--- src/rtl/uart_rx.sv ---
// 8N1 UART receiver: two-flop synchronizer, mid-bit sampling with start-bit
// validation, one-byte holding register on a valid/ready interface.
module uart_rx #(
    parameter int CLKS_PER_BIT = 10417,
    parameter int HALF_BIT     = CLKS_PER_BIT / 2
) (
    input  logic       clk,
    input  logic       rst,
    input  logic       rxd,
    output logic [7:0] d_rx,
    output logic       vld_rx,
    input  logic       rdy_rx,
    output logic       ferr,
    output logic       ovr,
    output logic       busy
);

    localparam logic [15:0] LAST_HALF = 16'(HALF_BIT - 1);
    localparam logic [15:0] LAST_BIT  = 16'(CLKS_PER_BIT - 1);

    typedef enum logic [2:0] {
        IDLE,
        START,
        DATA,
        STOP,
        WAIT_IDLE
    } state_t;

    state_t      state, state_n;
    logic [15:0] cnt, cnt_n;
    logic [2:0]  bit_idx, bit_idx_n;
    logic [7:0]  shreg, shreg_n;
    logic        sync1, rxs;
    logic        done, done_n;
    logic [7:0]  d_rx_n;
    logic        vld_rx_n, ferr_n, ovr_n;

    always_ff @(posedge clk or posedge rst) begin
        if (rst) begin
            sync1 <= 1'b1;
            rxs   <= 1'b1;
        end else begin
            sync1 <= rxd;
            rxs   <= sync1;
        end
    end

    always_ff @(posedge clk or posedge rst) begin
        if (rst) begin
            state   <= IDLE;
            cnt     <= '0;
            bit_idx <= '0;
            shreg   <= '0;
            done    <= 1'b0;
            d_rx    <= '0;
            vld_rx  <= 1'b0;
            ferr    <= 1'b0;
            ovr     <= 1'b0;
        end else begin
            state   <= state_n;
            cnt     <= cnt_n;
            bit_idx <= bit_idx_n;
            shreg   <= shreg_n;
            done    <= done_n;
            d_rx    <= d_rx_n;
            vld_rx  <= vld_rx_n;
            ferr    <= ferr_n;
            ovr     <= ovr_n;
        end
    end

    always_comb begin
        state_n   = state;
        cnt_n     = cnt;
        bit_idx_n = bit_idx;
        shreg_n   = shreg;
        done_n    = 1'b0;
        ferr_n    = 1'b0;
        unique case (state)
            IDLE: begin
                if (!rxs) begin
                    cnt_n   = '0;
                    state_n = START;
                end
            end
            START: begin
                if (cnt == LAST_HALF) begin
                    cnt_n     = '0;
                    bit_idx_n = '0;
                    state_n   = rxs ? IDLE : DATA;
                end else begin
                    cnt_n = cnt + 16'd1;
                end
            end
            DATA: begin
                if (cnt == LAST_BIT) begin
                    cnt_n   = '0;
                    shreg_n = {rxs, shreg[7:1]};
                    if (bit_idx == 3'd7) begin
                        state_n = STOP;
                    end else begin
                        bit_idx_n = bit_idx + 3'd1;
                    end
                end else begin
                    cnt_n = cnt + 16'd1;
                end
            end
            STOP: begin
                if (cnt == LAST_BIT) begin
                    cnt_n = '0;
                    if (rxs) begin
                        done_n  = 1'b1;
                        state_n = IDLE;
                    end else begin
                        ferr_n  = 1'b1;
                        state_n = WAIT_IDLE;
                    end
                end else begin
                    cnt_n = cnt + 16'd1;
                end
            end
            WAIT_IDLE: begin
                if (rxs) begin
                    state_n = IDLE;
                end
            end
            default: state_n = IDLE;
        endcase
    end

    // A consume and a new load in the same cycle keep vld_rx high.
    always_comb begin
        d_rx_n   = d_rx;
        vld_rx_n = vld_rx;
        ovr_n    = 1'b0;
        if (vld_rx && rdy_rx) begin
            vld_rx_n = 1'b0;
        end
        if (done) begin
            if (!vld_rx || rdy_rx) begin
                d_rx_n   = shreg;
                vld_rx_n = 1'b1;
            end else begin
                ovr_n = 1'b1;
            end
        end
    end

    assign busy = (state != IDLE);

endmodule

--- config.mk ---
export PLATFORM = sky130hd
export DESIGN_NAME = uart_rx
export DESIGN_NICKNAME = d
export VERILOG_FILES = /design/src/rtl/uart_rx.sv
export SDC_FILE = /design/constraint.sdc
export NUM_CORES = 1
export LEC_CHECK = 0
export CAP_MARGIN = 20
export CORE_MARGIN = 3
export CORE_UTILIZATION = 52
export CTS_BUF_LIST = sky130_fd_sc_hd__clkbuf_8 sky130_fd_sc_hd__clkbuf_16
export CTS_CLUSTER_DIAMETER = 150
export DETAILED_ROUTE_END_ITERATION = 16
export PLACE_DENSITY = 0.87
export SLEW_MARGIN = 20
export SYNTH_ARGS = -nofsm -noshare
export SYNTH_HDL_FRONTEND = slang
export SYNTH_SLANG_ARGS = --single-unit
export TNS_END_PERCENT = 1
--- constraint.sdc ---
create_clock -name clk -period 2 [get_ports clk]
set_input_delay 0.2 -clock clk [delete_from_list [all_inputs] [get_ports clk]]
set_output_delay 0.2 -clock clk [all_outputs]
set_load 0.005 [all_outputs]
# After elaboration in Yosys (flattened, before gate mapping)
# Cells that the tools add are included.
totals:
  in_bits: 4
  wordCells: 68
  reg_bits: 44
  output_inout_bits: 12
op_classes:
  addsub: 2
  n_eq_ne: 14
  mux: 28
  reduce_logical: 13
op_table:
  columns: ["cell", "n"]
  rows:
  - ["16-bit 2-to-1 mux", 3]
  - ["16-bit one-hot mux with 3 select lines", 1]
  - ["3-bit 2-to-1 mux", 10]
  - ["16-bit by 1-bit adder with 16-bit output (second input constant)", 1]
  - ["16-bit by 13-bit equality test with 1-bit output (second input constant)", 1]
  - ["16-bit by 14-bit equality test with 1-bit output (second input constant)", 1]
  - ["3-bit one-hot mux with 5 select lines", 1]
  - ["2-bit inequality test (second input constant)", 7]
  - ["1-bit 2-to-1 mux", 11]
  - ["3-bit by 2-bit equality test with 1-bit output (second input constant)", 2]
  - ["3-bit equality test (second input constant)", 2]
  - ["3-bit one-hot mux with 2 select lines", 1]
  - ["2-bit AND reduction", 3]
  - ["6-bit AND reduction", 1]
  - ["3-bit nonzero test", 2]
  - ["4-bit AND reduction", 1]
  - ["3-bit by 1-bit adder with 3-bit output (second input constant)", 1]
  - ["3-bit by 1-bit equality test with 1-bit output (second input constant)", 1]
  - ["3-bit logical NOT", 1]
  - ["2-bit 2-to-1 mux", 1]
  - ["2-bit nonzero test", 1]
  - ["2-bit OR reduction", 1]
  - ["1-bit logical AND", 1]
  - ["1-bit logical NOT", 1]
  - ["1-bit logical OR", 1]

# Longest topological paths before layout
logic_depth:
  depth_word: 4
  depth_mapped: 8
  mapped_depth_nobuf: 7

# Least setup slack after synthesis
# No wires, ideal clock.
synth_timing:
  path_type: "flip-flop to flip-flop"
  start: "register cnt[0]"
  end: "register state[0]"
  path_slack_ps: -125
  arrival_time_ps: 1997
  path_buffers: 0
  required_ps: 1872
  stages_incl_launch_ff: 7
  synth_period_minus_slack_ps: 2125
  setup_ps: 128
  path_cell_list: "dfrtp_1 > ha_1 > or4bb_1 > nor4_4 > o22ai_2 > a21oi_2 > mux2_1"
synth_via:
  elab_chain_len: 3
  elab_cells_between_ends: 6
  cone_classes: "eq/ne: 5; reduce/logical: 1"
synth_rtl:
  columns: ["item", "line_no", "text"]
  rows:
  - ["start: declaration", "30", "logic [15:0] cnt, cnt_n;"]
  - ["start signal: assignment", "61", "cnt <= cnt_n;"]
  - ["16-bit by 14-bit equality test with 1-bit output or 16-bit by 13-bit equality test with 1-bit output (tied branches)", "96, 109, 87", null]
  - ["2-bit inequality test (no source line)", null, null]
  - ["6-bit AND reduction (no source line) *", null, null]
  - ["end signal: assignment", "60", "state <= state_n;"]
  - ["end: declaration", "29", "state_t state, state_n;"]
# Every way passes the cells marked *; elsewhere a longest branch is shown, timed or not.
# A chain may end at the register's enable or synchronous reset.

# Worst setup path after layout
layout_timing:
  start: "register cnt[9]"
  end: "register shreg[3]"
layout_via:
  elab_chain_len: 2
layout_rtl:
  columns: ["item", "line_no", "text"]
  rows:
  - ["16-bit by 14-bit equality test with 1-bit output", "96", "if (cnt == LAST_BIT) begin"]
  - ["2-bit AND reduction (no source line)", null, null]
  - ["end signal: assignment", "63", "shreg <= shreg_n;"]
  - ["end: declaration", "32", "logic [7:0] shreg, shreg_n;"]
# No other way between the ends.

==> results.yml <==
status:
  status: "finished, violations left"
  violations: "setup timing"
global_routing:
  grt_max_degree: 30
  antenna_found_initial: 0
  grt.total_usage_pct: 19.99
  grt_pass1_vias: 1639
  grt_first_pass_wirelength_um: 7748
  grt_overflow: 0
die:
  core_region_area_sq_mm: 0.003799
  die_h_um: 69.83
  initial_utilization_pct: 55.76
  die_w_um: 69.83
  die_area_sq_mm: 0.004876
  boundaryPins: 16
  row_count: 22
critical_path:
  startpoint_type: "flop"
  cp_slowest_cell: "or4_4"
  path_cells: "or3_4, or4_4, nor2_4, mux2_1"
  cp_num_cells: 4
  path_delay_family: "simple AND/OR/NAND/NOR gates"
  r2r_setup_slack_ps: -110
  critPathBufInv: 0
  cp.required_ps: 2190
  critical-path-max-stage-delay_ps: 590
  path_class: "reg -> reg"
  r2r_end: "shreg[3]"
  endpoint_kind: "flop"
  reg2reg_from: "cnt[9]"
  worst_r2r_path_depth: 4
  cp_max_fo: 8
  worstPathArrival_ps: 2310
sta:
  post-route-worst-setup-slack_ps: -114.6
  final_hold_viol_count: 0
  fin_crit_ps: 2115
  max_freq_mhz: 472.9
  rsz0062_at_grt: "true"
  clock_skew_ps: 6.170
  setup_tns_ps: -1074
  fin_crit_sh_pct: 105.7
  setup_violations: 15
  tightest_slew_ps: 621.7
  max_slew_margin_pct: 58.30
  whs_ps: 191.1
  slew_viol_final: 0
placement:
  io_buffers: 15
  gp_congestion: 0.8987
  dp_cells: 278
  postPlaceCellArea_sq_mm: 0.002511
  hpwl_um: 3087
logic_synthesis:
  syn-num-nets: 203
  synthDistinctLibCells: 45
  netlist_area_sq_mm: 0.002118
  synth_cells: 195
  yosysSeqAreaShare_pct: 52.10
  synth_flop_cell: "dfrtp_1"
  synth_edf_count: 0
  async_reset_ff_share_pct: 100.0
  syn_avg_cell_area_sq_um: 10.86
  yosys_warnings: 0
  ys_seq_elements: 44
clock_network:
  insertion_delay_ps: 310
  clk_pin_slew_worst_paths_ps: 80
  cts_buffers: 5
  htreeDepth: 2
  ctsRootBufferMaster: "clkbuf_8"
  cts.sinks: 44
  clk_path_buf_depth: 2
  postCtsHoldBufs: 0
  cts_tree: "built"
routing:
  drt_iter0_markers: 97
  routed_wirelength_um: 4580
  antenna_left: 0
  avgViaCountPerCell: 5.646
  drc: 0
  dr_total_vias: 1626
  drt_first_pass_iters: 4
  wl_per_cell_um: 15.90
layout:
  syn2layout_area_growth_pct: 25.52
  antenna_cells: 0
  final_cell_mix: "dfrtp_1, buf_4, nand2_1"
  nNetsFinal: 247
  final-instance-count-excl-fill: 288
  finish.instance_area_sq_mm: 0.002659
  register_area_sq_mm: 0.001104
  final_common_cell: "dfrtp_1"
  drive_above_1_share_pct: 25.83
  multi_input_area_sq_mm: 0.001003
  fillers: 269
power_and_ir_drop:
  p_per_area_mw_per_mm2: 554.6
  peakVddDrop_v: 0.0003539
  leakage_nw: 1.305
hold_path:
  hp-class: "in -> async"
job:
  max_cap_violations: 0
-- worst max-delay path by stage --
stage	slack (ps)	end	startpoint
floorplan	-130	state[0]	cnt[0]
global placement	-80	shreg[5]	cnt[1]
detailed placement	-130	shreg[3]	cnt[1]
CTS	-140	state[0]	cnt[1]
global route	-180	state[0]	cnt[1]
finish	-110	shreg[3]	cnt[9]
-- timing repair --
action                                  CTS  global route
pin swaps                                 7             4
endpoints found under the setup margin   24            31
resized for setup                         6             8
buffers inserted                          1             1
-- worst register-to-register path: stages, from the launching register on --
cell     delay [ps]
dfrtp_1         380
or3_4           420
or4_4           590
nor2_4          240
mux2_1          370
-- where the power goes --
part	total (mW)	switching (mW)	internal, mW	leakage, nW
sequential	0.895	0.00292	0.893	0.593
combinational	0.0315	0.0206	0.0109	0.667
clock	0.548	0.309	0.239	0.0453
total	1.47	0.332	1.14	1.31
-- flip-flops by register name, indices dropped and copies added (netlist names) --
name and cells:
ovr 1, rxs 1, bit_idx 3, vld_rx 1
d_rx 8, done 1, cnt 16, shreg 8
sync1 1, ferr 1, state 3
-- cells by family after synthesis --
family / after synthesis / share of synthesized area, %
flip-flops: 44 / 52.10
adder cells (fa/ha/maj): 4 / 2.363
AO/OA/AOI/OAI: 33 / 9.983
XOR/XNOR: 4 / 1.654
multiplexers: 19 / 10.04
buffers and inverters: 15 / 2.776
AND/OR/NAND/NOR: 76 / 21.09
-- metal layers --
| metal | GRT usage [%] | part of all wire, % |
|---|---|---|
| met2 | 31.69 | 50 |
| met4 | 8.085 | 1.4 |
| met3 | 3.768 | 4.4 |
| met5 | 0 | 0 |
| met1 | 26.97 | 44 |
-- cell usage after synthesis (4+ instances only) --
| cell type | number | area [sq um] |
|---|---|---|
| inv_1 | 8 | 30.03 |
| nand3_1 | 7 | 35.03 |
| clkbuf_1 | 4 | 15.01 |
| mux2_1 | 10 | 112.6 |
| nand3b_1 | 5 | 37.54 |
| and3_1 | 4 | 25.02 |
| ha_1 | 4 | 50.05 |
| a31oi_1 | 7 | 43.79 |
| nor2_1 | 11 | 41.29 |
| nand2_1 | 21 | 78.83 |
| nand2b_1 | 4 | 25.02 |
| mux2_2 | 8 | 90.09 |
| nor3_1 | 6 | 30.03 |
| a21oi_1 | 9 | 45.04 |
| dfrtp_1 | 42 | 1051 |
| o21ai_0 | 5 | 25.02 |
-- cell type report --
type	instances	share of cell area [%]
well taps	48	2.259
repair buffers	43	14.02
inverters	9	1.271
clock buffers	5	2.588
multi-input cells	136	37.74
clock inverters	3	0.6118
flip-flops and latches	44	41.51
-- metrics by stage --
stage | utilization, % | setup slack (ps) | total power [mW]
finish | 69.99 | -114.6 | 1.475
global route | 69.99 | -178.2 | 1.528
CTS | 69.07 | -138.9 | 1.477
detailed placement | 66.11 | -132.1 | 0.9450
global placement | 66.11 | -75.66 | 0.9435
floorplan | - | -125.1 | 0.9282
Note: power is estimated with default switching activity, not from simulation.
